File: src/rtl/branch_resolver.sv
// rtl/branch_resolver.sv - in-flight branch queue, predictor update, mispredict flush and stats
// Oldest recorded prediction is checked against each EX resolution; a mispredict clears the queue.
module branch_resolver #(
  parameter int IDXW   = 4,
  parameter int QDEPTH = 4
) (
  input  logic            CLK,
  input  logic            RST,
  input  logic            fetch_valid,
  input  logic [IDXW-1:0] fetch_index,
  input  logic            fetch_predict,
  input  logic [31:0]     fetch_target,
  input  logic [31:0]     fetch_npc,
  output logic            fetch_ready,
  input  logic            res_valid,
  input  logic            res_taken,
  input  logic [31:0]     res_target,
  output logic            upd_en,
  output logic            upd_taken,
  output logic [IDXW-1:0] upd_index,
  output logic [31:0]     upd_target,
  output logic            flush,
  output logic [31:0]     redirect_pc,
  output logic            q_empty,
  output logic            res_error,
  output logic [31:0]     br_count,
  output logic [31:0]     mp_count
);
  localparam int PW = $clog2(QDEPTH);

  typedef enum logic {S_RUN, S_FLUSH} state_t;

  state_t          r_state;
  logic [PW:0]     r_wptr;
  logic [PW:0]     r_rptr;
  logic [IDXW-1:0] r_idx [QDEPTH];
  logic            r_pred [QDEPTH];
  logic [31:0]     r_tgt [QDEPTH];
  logic [31:0]     r_npc [QDEPTH];

  logic            w_empty;
  logic            w_full;
  logic            w_run;
  logic            w_push;
  logic            w_pop;
  logic            w_err;
  logic            w_mp;
  logic [PW-1:0]   w_head;
  logic [PW-1:0]   w_tail;

  assign w_head  = r_rptr[PW-1:0];
  assign w_tail  = r_wptr[PW-1:0];
  assign w_empty = (r_wptr == r_rptr);
  assign w_full  = (r_wptr[PW] != r_rptr[PW]) && (w_tail == w_head);
  assign w_run   = (r_state == S_RUN);

  assign fetch_ready = !w_full && w_run && !RST;
  assign q_empty     = w_empty;

  assign w_push = fetch_valid && fetch_ready;
  assign w_pop  = res_valid && !w_empty && w_run;
  assign w_err  = res_valid && w_empty && w_run;
  assign w_mp   = (r_pred[w_head] != res_taken) ||
                  (r_pred[w_head] && res_taken && (r_tgt[w_head] != res_target));

  // Record storage carries no reset: validity is defined purely by the pointers.
  always_ff @(posedge CLK) begin
    if (w_push) begin
      r_idx[w_tail]  <= fetch_index;
      r_pred[w_tail] <= fetch_predict;
      r_tgt[w_tail]  <= fetch_target;
      r_npc[w_tail]  <= fetch_npc;
    end
  end

  always_ff @(posedge CLK) begin
    if (RST) begin
      r_state     <= S_RUN;
      r_wptr      <= '0;
      r_rptr      <= '0;
      upd_en      <= 1'b0;
      upd_taken   <= 1'b0;
      upd_index   <= '0;
      upd_target  <= '0;
      flush       <= 1'b0;
      redirect_pc <= '0;
      res_error   <= 1'b0;
      br_count    <= '0;
      mp_count    <= '0;
    end else begin
      upd_en    <= 1'b0;
      flush     <= 1'b0;
      res_error <= w_err;
      case (r_state)
        S_RUN: begin
          if (w_pop) begin
            upd_en     <= 1'b1;
            upd_taken  <= res_taken;
            upd_index  <= r_idx[w_head];
            upd_target <= res_taken ? res_target : r_tgt[w_head];
            if (br_count != 32'hFFFF_FFFF) br_count <= br_count + 32'd1;
          end
          // A mispredict squashes every record, including a same-cycle wrong-path push.
          if (w_pop && w_mp) begin
            flush       <= 1'b1;
            redirect_pc <= res_taken ? res_target : r_npc[w_head];
            if (mp_count != 32'hFFFF_FFFF) mp_count <= mp_count + 32'd1;
            r_wptr      <= '0;
            r_rptr      <= '0;
            r_state     <= S_FLUSH;
          end else begin
            r_wptr <= r_wptr + {{PW{1'b0}}, w_push};
            r_rptr <= r_rptr + {{PW{1'b0}}, w_pop};
          end
        end
        S_FLUSH: r_state <= S_RUN;
        default: r_state <= S_RUN;
      endcase
    end
  end
endmodule

File: config.mk
export PLATFORM = sky130hd
export DESIGN_NAME = branch_resolver
export DESIGN_NICKNAME = d
export VERILOG_FILES = /design/src/rtl/branch_resolver.sv
export SDC_FILE = /design/constraint.sdc
export NUM_CORES = 1
export LEC_CHECK = 0
export CAP_MARGIN = 20
export CORE_MARGIN = 1
export CORE_UTILIZATION = 50
export DETAILED_ROUTE_END_ITERATION = 7
export PLACE_DENSITY = 0.74
export SLEW_MARGIN = 20
export SYNTH_ARGS = -nofsm -noshare
export SYNTH_HDL_FRONTEND = slang
export SYNTH_SLANG_ARGS = --single-unit
File: constraint.sdc
create_clock -name CLK -period 10.9 [get_ports CLK]
set_clock_uncertainty 0.15 [all_clocks]
set_input_delay 1.635 -clock CLK [delete_from_list [all_inputs] [get_ports CLK]]
set_output_delay 1.635 -clock CLK [all_outputs]
set_load 0.1 [all_outputs]
==> out/results.tsv, run 1 <==
stage	metric	value	unit
floorplanning	effective utilization at floorplan	50.7	%
place	placed wire-length estimate after detailed placement	25400	µm
worst_setup_path	Data required, critical path	9.12	ns
synth	distinct cell type count after synthesis	42	
synth	async set or reset register ratio after synthesis	0	%
worst_setup_path	largest stage delay on the critical path	1.17	ns
global_routing	leftover overflow at the end of global routing	0	
worst_setup_path	CP startpoint	RST	
synth	cell types occupying the most area after synthesis	sky130_fd_sc_hd__edfxtp_1 49%, sky130_fd_sc_hd__dfxtp_1 17%, sky130_fd_sc_hd__mux4_2 8.9%, sky130_fd_sc_hd__nor2_1 2.8%, sky130_fd_sc_hd__xnor2_1 2.7%	
worst_setup_path	WP data arrival	3.46	ns
sta	final worst path period share	48.1	%
synth	dominant combinational cell family by area after synthesis	simple AND/OR/NAND/NOR gates	
worst_setup_path	launching element type of the critical path	input port	
route	total routed wirelength	39500	µm
route	Avg WL per Cell	20.8	µm
worst_hold_path	hold depth	2	
route	1st-pass router iterations	5	
worst_setup_path	R2R Setup Slk	6.30	ns
status	outcome	finished, final reports clean	
global_routing	Total Routing Usage GR	23.1	%
synth	Seq/Total Area, Yosys	65.8	%
synth	number of warnings issued by yosys	0	
sta	sum of negative setup slack	0	ns
global_routing	maximum number of pins on one net before global-route repair	99	
synth	synthesized-area fraction occupied by and/or/nand/nor cells	12.3	%
finish	number of fill cells	2451	
worst_setup_path	sort of element at the end of the critical path	output port	
pwr	Total Power	0.00468	W
clocking	insertion delay of the later-clocked pin in the worst-skew pair	0.53	ns
sta	clock period minus final worst setup slack	5.25	ns
pwr	worst-case vdd ir drop	0.191	mV
synth	Syn Area/Cell	14.4	µm²
pwr	Leak	6.77	nW
synth	cell type with the largest total area after synthesis	sky130_fd_sc_hd__edfxtp_1	
floorplanning	IO Pins	244	
clocking	Post-CTS Hold Buffers	0	
route	vias after detailed routing	10600	
finish	non-filler instance count after layout	1902	
synth	Yosys top cell area share	48.8	%
worst_setup_path	Worst path slowest cell	sky130_fd_sc_hd__clkdlybuf4s50_1	
synth	gate count after technology mapping	1181	
synth	multiplexer share of the synthesized area	9.64	%
sta	Rel. slew slack	25.8	%
synth	Post-Synth XOR/XNOR Area	4.08	%
global_routing	antenna violations before repair	6	
place	Cell Count Post-Placement	1819	
sta	Final Hold Violating Endpoints	0	
flow_run	reported max-cap violation count	0	
sta	maximum frequency from static timing analysis	191	MHz
synth	number of enable flip-flop cells after synthesis	276	
synth	adder and majority cell fraction of the synthesized area	0.516	%
route	DR vias/cell	5.59	
floorplanning	vertical die dimension	186	µm
worst_hold_path	worst min-delay path startpoint	upd_index[1]$_SDFFE_PP0P_	
global_routing	via count of the first global-routing pass	10600	
worst_hold_path	end point of the worst hold path	upd_index[1]$_SDFFE_PP0P_	
clocking	CTS Root Cell	sky130_fd_sc_hd__clkbuf_16	
clocking	count of buffers added by post-CTS timing repair for setup	0	
route	number of remaining DRC errors	0	
floorplanning	FP Rows	67	
sta	Slew @ Worst Pin	1.11	ns
sta	smallest hold slack	0.304	ns
worst_setup_path	worst-path cell chain	buf_4 -> nor3_1 -> clkdlybuf4s50_1	
sta	Slew Limit Fails	0	
clocking	TritonCTS clock tree	done	
worst_setup_path	crit path kind	in -> out	
synth	most common flop cell mapped by yosys	sky130_fd_sc_hd__edfxtp_1	
finish	fraction of layout cells with a size suffix above 1	12.6	%
worst_setup_path	worst path bufs/invs	2	
clocking	number of clock sinks	420	
pwr	Power Density	221	nW/µm²
clocking	# H-tree levels	2	
clocking	number of gates given a new drive strength after cts	0	
worst_hold_path	classification of the worst-slack hold path	reg -> reg	
worst_setup_path	maximum fanout encountered on the critical timing path	74	
synth	syn nets	1294	
route	Antenna Violating Nets Remaining	0	
route	DR iter-0 viols	650	
place	weighted congestion at the end of routability-driven global placement	0.806	
clocking	maximum buffer depth of the clock tree	3	
worst_setup_path	depth of the worst register-to-register path	10	
floorplanning	die span in x	186	µm
sta	unrepaired setup endpoints after global routing	no	
sta	final setup vio count	0	
worst_setup_path	FF-to-FF End	mp_count[17]$_SDFFE_PP0P_	
floorplanning	Die Footprint	34700	µm²
synth	Synth Register Bits	420	
synth	Post-Synthesis Cell Area	17000	µm²
floorplanning	Core Box Area	33400	µm²
clocking	total CTS buffers	43	
clocking	CTS clk-pin slew, worst paths	0.06	ns
global_routing	global-route wire length before repair	59800	µm
finish	signed area change from the synthesized netlist to the final layout	24.9	%
place	PortBufs	243	
finish	Final Net Count	1529	
worst_setup_path	cell family contributing the most delay on the critical path	buffers and inverters	
synth	share of the synthesized area in compound gates (AO/OA/AOI/OAI)	5.68	%
[state kept, by name, summed over array words and instances, names as in the netlist, 3 cells and up, named ones only]
signal and flops:
r_npc 128, r_idx 16, mp_count 32, upd_target 32, upd_index 4, br_count 32
redirect_pc 32, r_tgt 128, r_rptr 3, r_wptr 3, r_pred 4
[report_power, final]
part / total, W / internal (W) / switching, W
clock: 0.00145 / 0.000861 / 0.000587
sequential: 0.00192 / 0.00182 / 0.000101
combinational: 0.00131 / 0.000407 / 0.000906
total: 0.00468 / 0.00309 / 0.00159
[per-stage QoR]
stage / cell area, µm² / utilization (%) / setup slack [ns]
after floorplan: 17000 / - / 0.986
after global placement: 19800 / 59.1 / 5.64
after detailed placement: 19800 / 59.1 / 5.64
after CTS: 21200 / 63.3 / 5.64
after global routing: 21200 / 63.4 / 5.50
final: 21200 / 63.4 / 5.65
[Yosys cell counts, types with 2 or more instances]
| cell | n |
|---|---|
| sky130_fd_sc_hd__and4_1 | 11 |
| sky130_fd_sc_hd__mux2_2 | 5 |
| sky130_fd_sc_hd__nand4_1 | 32 |
| sky130_fd_sc_hd__nor4_1 | 7 |
| sky130_fd_sc_hd__and3_1 | 21 |
| sky130_fd_sc_hd__dfxtp_1 | 144 |
| sky130_fd_sc_hd__or3b_1 | 4 |
| sky130_fd_sc_hd__mux2i_1 | 6 |
| sky130_fd_sc_hd__a311oi_2 | 27 |
| sky130_fd_sc_hd__edfxtp_1 | 276 |
| sky130_fd_sc_hd__nor2_1 | 125 |
| sky130_fd_sc_hd__or3_1 | 14 |
| sky130_fd_sc_hd__buf_2 | 12 |
| sky130_fd_sc_hd__nand3_1 | 24 |
| sky130_fd_sc_hd__nand2b_1 | 67 |
| sky130_fd_sc_hd__nor3_1 | 9 |
| sky130_fd_sc_hd__nand2_1 | 78 |
| sky130_fd_sc_hd__ha_1 | 7 |
| sky130_fd_sc_hd__clkbuf_1 | 45 |
| sky130_fd_sc_hd__inv_1 | 7 |
| sky130_fd_sc_hd__a311oi_1 | 36 |
| sky130_fd_sc_hd__xnor2_1 | 53 |
| sky130_fd_sc_hd__buf_6 | 6 |
| sky130_fd_sc_hd__xor2_1 | 26 |
| sky130_fd_sc_hd__and2_1 | 4 |
| sky130_fd_sc_hd__o21ai_0 | 16 |
| sky130_fd_sc_hd__o21bai_1 | 2 |
| sky130_fd_sc_hd__mux4_2 | 67 |
| sky130_fd_sc_hd__a21oi_1 | 24 |
| sky130_fd_sc_hd__nor2b_1 | 14 |
[how the worst max path moves through the flow]
stage                            endpoint  slack [ns]  cells past startpoint
floorplan           r_idx[1][0]$_DFFE_PP_        0.99                      3
global placement              fetch_ready        5.64                      3
detailed placement            fetch_ready        5.64                      3
CTS                           fetch_ready        5.64                      3
global route                  fetch_ready        5.50                      3
finish                        fetch_ready        5.65                      3
[layout by cell type, fill, tap and decap left out, drive strengths merged, types with 5 or more instances in the layout]
master / instances
edfxtp: 276
clkdlybuf4s50: 241
dfxtp: 144
nor2: 125
nand2: 78
mux4: 67
nand2b: 67
clkbuf: 65
a311oi: 63
xnor2: 53
nand4: 32
xor2: 26
nand3: 24
a21oi: 24
and3: 21
o21ai: 16
nor2b: 14
or3: 14
buf: 14
and4: 11
clkinv: 11
nor3: 9
inv: 9
nor4: 7
ha: 7
mux2i: 6
mux2: 6
and2: 5
[logic make-up after synthesis]
logic type,Yosys count
AO/OA/AOI/OAI,109
XOR/XNOR,79
adder cells (fa/ha/maj),7
buffers and inverters,73
flip-flops,420
multiplexers,79
AND/OR/NAND/NOR,414
[worst register-to-register path, stage by stage (launching register included)]
cell and delay, ns:
sky130_fd_sc_hd__dfxtp_4 0.80, sky130_fd_sc_hd__buf_4 0.70, sky130_fd_sc_hd__mux4_2 0.64, sky130_fd_sc_hd__xnor2_1 0.24, sky130_fd_sc_hd__nand4_1 0.20, sky130_fd_sc_hd__nor4_1 0.57
sky130_fd_sc_hd__a31oi_4 0.15, sky130_fd_sc_hd__buf_4 0.33, sky130_fd_sc_hd__nand3_1 0.29, sky130_fd_sc_hd__nor3_1 0.10, sky130_fd_sc_hd__mux2_1 0.31
[metal layers]
metal,part of all wire (%),vias up,GRT usage [%]
li1,-,4935,-
met1,41,5286,30.3
met2,49,356,38.8
met3,7.5,58,5.02
met4,2.1,4,6.85
met5,0.076,-,0
[area by class of cell]
cell class	count	area [µm²]	area share, %
inverter	8	30.0	0.142
timing repair buffer	255	2520	11.9
multi-input combinational	688	5500	25.9
tap	448	561	2.64
clock buffer	65	1280	6.06
sequential	420	11200	52.7
antenna	4	10.0	0.0472
clock inverter	14	116	0.549
Note: power is estimated with default switching activity, not from simulation.
==> run 2, diff against run 1 <==
==> constraint.sdc (replaced) <==
create_clock -name CLK -period 5.2 [get_ports CLK]
set_clock_uncertainty 0.15 [all_clocks]
set_input_delay 0.78 -clock CLK [delete_from_list [all_inputs] [get_ports CLK]]
set_output_delay 0.78 -clock CLK [all_outputs]
set_load 0.1 [all_outputs]
==> run 2 against run 1 <==
Compared with the run above: wire length grew 1.1%; power increased by 110%; critical path depth up 6; sequential power rose by 110%; via count grew 1.2%; global-route usage rose by 0.098 points; register-to-register slack got worse by 5.3 ns; sequential share of layout area is essentially flat; largest power group unchanged; worst hold slack improved by 0.0017 ns; die area did not move.
==> out/results.tsv, run 2 (same netlist as run 1, synthesis figures left out) <==
stage	metric	value	unit	change
floorplanning	effective utilization at floorplan	50.7	%	unchanged
clocking	TritonCTS clock tree	done		unchanged
floorplanning	Die Footprint	34700	µm²	unchanged
pwr	logic gate share of total power	28.4	%	was 28.1%
clocking	maximum buffer depth of the clock tree	3		unchanged
finish	number of fill cells	2431		was 2,451
worst_setup_path	WP data arrival	4.46	ns	was 3.46 ns
place	placed wire-length estimate after detailed placement	26200	µm	was 25,400 µm
clocking	count of buffers added by post-CTS timing repair for setup	0		unchanged
finish	final design utilization	63.4	%	about the same
worst_setup_path	depth of the worst register-to-register path	9		was 10
worst_setup_path	worst path bufs/invs	1		was 2
worst_setup_path	launching element type of the critical path	flip-flop		was input port
sta	final worst path period share	80.6	%	
worst_setup_path	crit path kind	reg -> reg		was in -> out
clocking	Post-CTS Hold Buffers	0		unchanged
worst_setup_path	R2R Setup Slk	1.01	ns	was 6.30 ns
pwr	worst-case vdd ir drop	0.361	mV	was 0.191 mV
global_routing	leftover overflow at the end of global routing	0		unchanged
floorplanning	IO Pins	244		unchanged
floorplanning	FP Rows	67		unchanged
place	PortBufs	243		unchanged
global_routing	Total Routing Usage GR	23.2	%	was 23.1%
worst_hold_path	worst min-delay path startpoint	upd_taken$_SDFFE_PP0P_		was upd_index[1]$_SDFFE_PP0P_
worst_setup_path	Data required, critical path	5.47	ns	was 9.12 ns
clocking	CTS Root Cell	sky130_fd_sc_hd__clkbuf_16		unchanged
finish	commonest non-fill, non-tap cells in the layout	276 x sky130_fd_sc_hd__edfxtp_1, 241 x sky130_fd_sc_hd__clkdlybuf4s50_1, 142 x sky130_fd_sc_hd__dfxtp_1		unchanged
route	Avg WL per Cell	21.0	µm	was 20.8 µm
finish	fraction of layout cells with a size suffix above 1	12.8	%	was 12.6%
finish	sequential cell area in the final layout	11200	µm²	unchanged
clocking	total CTS buffers	44		was 43
pwr	Leak	6.77	nW	about the same
finish	signed area change from the synthesized netlist to the final layout	25.0	%	was 24.9%
worst_hold_path	classification of the worst-slack hold path	reg -> reg		unchanged
route	DR iter-0 viols	784		was 650
worst_setup_path	cell family contributing the most delay on the critical path	multiplexers		was buffers and inverters
sta	Final Hold Violating Endpoints	0		unchanged
finish	multi-input combinational cell area	5520	µm²	was 5500 µm²
sta	Rel. slew slack	25.0	%	was 25.8%
finish	most common cell after layout, fill and taps aside	sky130_fd_sc_hd__edfxtp_1		unchanged
clocking	insertion delay of the later-clocked pin in the worst-skew pair	0.54	ns	was 0.53 ns
floorplanning	die span in x	186	µm	unchanged
clocking	number of clock sinks	420		unchanged
sta	Slew @ Worst Pin	1.12	ns	was 1.11 ns
worst_hold_path	hold depth	2		unchanged
clocking	# H-tree levels	2		unchanged
clocking	number of gates given a new drive strength after cts	0		unchanged
route	1st-pass router iterations	5		unchanged
worst_setup_path	sort of element at the end of the critical path	flip-flop		was output port
worst_setup_path	maximum fanout encountered on the critical timing path	29		was 74
pwr	fraction of power consumed by the clock network	30.2	%	was 30.9%
pwr	total internal power	0.00639	W	was 0.00309 W
route	number of remaining DRC errors	0		unchanged
global_routing	maximum number of pins on one net before global-route repair	98		was 99
sta	maximum frequency from static timing analysis	238	MHz	
sta	final worst-path setup slack	1.01	ns	was 5.65 ns
finish	Final Net Count	1535		was 1,529
pwr	relative contribution of sequential cells to total power	41.4	%	was 41.0%
route	Antenna Violating Nets Remaining	0		unchanged
sta	final setup vio count	0		unchanged
sta	unrepaired setup endpoints after global routing	no		unchanged
global_routing	global-route wire length before repair	59800	µm	about the same
worst_setup_path	worst-path cell chain	buf_4 -> mux4_2 -> xnor2_1 -> nand4_1 -> nor2_1 -> a31oi_4 -> nand3_1 -> nor3_1 -> mux2_1		was buf_4 -> nor3_1 -> clkdlybuf4s50_1
route	vias after detailed routing	10800		was 10,600
floorplanning	Core Box Area	33400	µm²	unchanged
global_routing	antenna violations before repair	5		was 6
worst_setup_path	largest stage delay on the critical path	0.75	ns	was 1.17 ns
pwr	Sw Ratio	34.4	%	was 34.1%
route	DR vias/cell	5.65		was 5.59
route	total routed wirelength	40000	µm	was 39,500 µm
global_routing	via count of the first global-routing pass	10500		was 10,600
sta	Slew Limit Fails	0		unchanged
worst_setup_path	FF-to-FF End	mp_count[17]$_SDFFE_PP0P_		unchanged
place	worst setup timing slack at the placement stage	0.958	ns	was 5.64 ns
place	weighted congestion at the end of routability-driven global placement	0.849		was 0.806
finish	Largest regs	r_npc: 128 flops, r_tgt: 128 flops		unchanged
clocking	CTS clk-pin slew, worst paths	0.06	ns	about the same
status	outcome	finished, final reports clean		unchanged
flow_run	reported max-cap violation count	0		unchanged
worst_setup_path	Worst path slowest cell	sky130_fd_sc_hd__dfxtp_4		was sky130_fd_sc_hd__clkdlybuf4s50_1
sta	clock period minus final worst setup slack	4.19	ns	
sta	sum of negative setup slack	0	ns	unchanged
floorplanning	vertical die dimension	186	µm	unchanged
pwr	Power Density	459	nW/µm²	was 221 nW/µm²
worst_hold_path	end point of the worst hold path	upd_taken$_SDFFE_PP0P_		was upd_index[1]$_SDFFE_PP0P_
pwr	sw power	0.00335	W	was 0.00159 W
run 2: cell types whose count changed in the layout (fill, tap and decap cells not counted), sizes merged:
cell,before,now
buf,14,19
bufinv,2,1
clkinv,11,13
diode,4,1
inv,9,10
run 2: area by class of cell:
cell class	instances	area share, %
inverters	8	0.142
diodes	1	0.0118
well taps	448	2.64
repair buffers	260	12.1
clock buffers	65	5.90
clock inverters	16	0.490
flip-flops and latches	420	52.7
multi-input cells	688	26.0
run 2: through the flow:
stage	power, W	area, µm²	hold WS (ns)	std cells
2_1_floorplan	0.00616	17000	0.381	1181
3_3_place_gp	0.00684	19900	0.297	1824
3_5_place_dp	0.00687	19900	0.300	1824
4_1_cts	0.00981	21200	0.307	1905
5_1_grt	0.0101	21200	0.331	1905
6_report	0.00974	21200	0.306	1906
run 2: per-layer routing:
layer	up-vias	share of wire, %	track usage, %
met5	-	0.11	0
met4	8	2.3	6.82
li1	4952	-	-
met3	67	8.8	5.12
met1	5291	40	30.3
met2	447	48	39.1
run 2: worst min-delay path: stages (launching register included):
cell and delay [ns]:
sky130_fd_sc_hd__dfxtp_1 0.31, sky130_fd_sc_hd__nand2_1 0.05, sky130_fd_sc_hd__a21oi_1 0.05
run 2: worst max path at each step:
stage,start,endpoint,slack [ns],cells past startpoint
after floorplan,flush$_SDFF_PP0_,r_idx[2][0]$_DFFE_PP_,0.14,5
after global placement,flip-flop,mp_count[17]$_SDFFE_PP0P_,1.08,9
after detailed placement,flip-flop,mp_count[17]$_SDFFE_PP0P_,0.96,9
after CTS,flip-flop,mp_count[17]$_SDFFE_PP0P_,0.95,9
after global routing,flip-flop,mp_count[17]$_SDFFE_PP0P_,0.70,9
final,flip-flop,mp_count[17]$_SDFFE_PP0P_,1.01,9
run 2: power groups by stage:
stage               clock network [W]  logic, W  registers, W
CTS                           0.00300   0.00278       0.00403
global placement                    0   0.00274       0.00410
global route                  0.00312   0.00291       0.00406
finish                        0.00295   0.00277       0.00403
detailed placement                  0   0.00277       0.00410
floorplan                           0   0.00109       0.00507
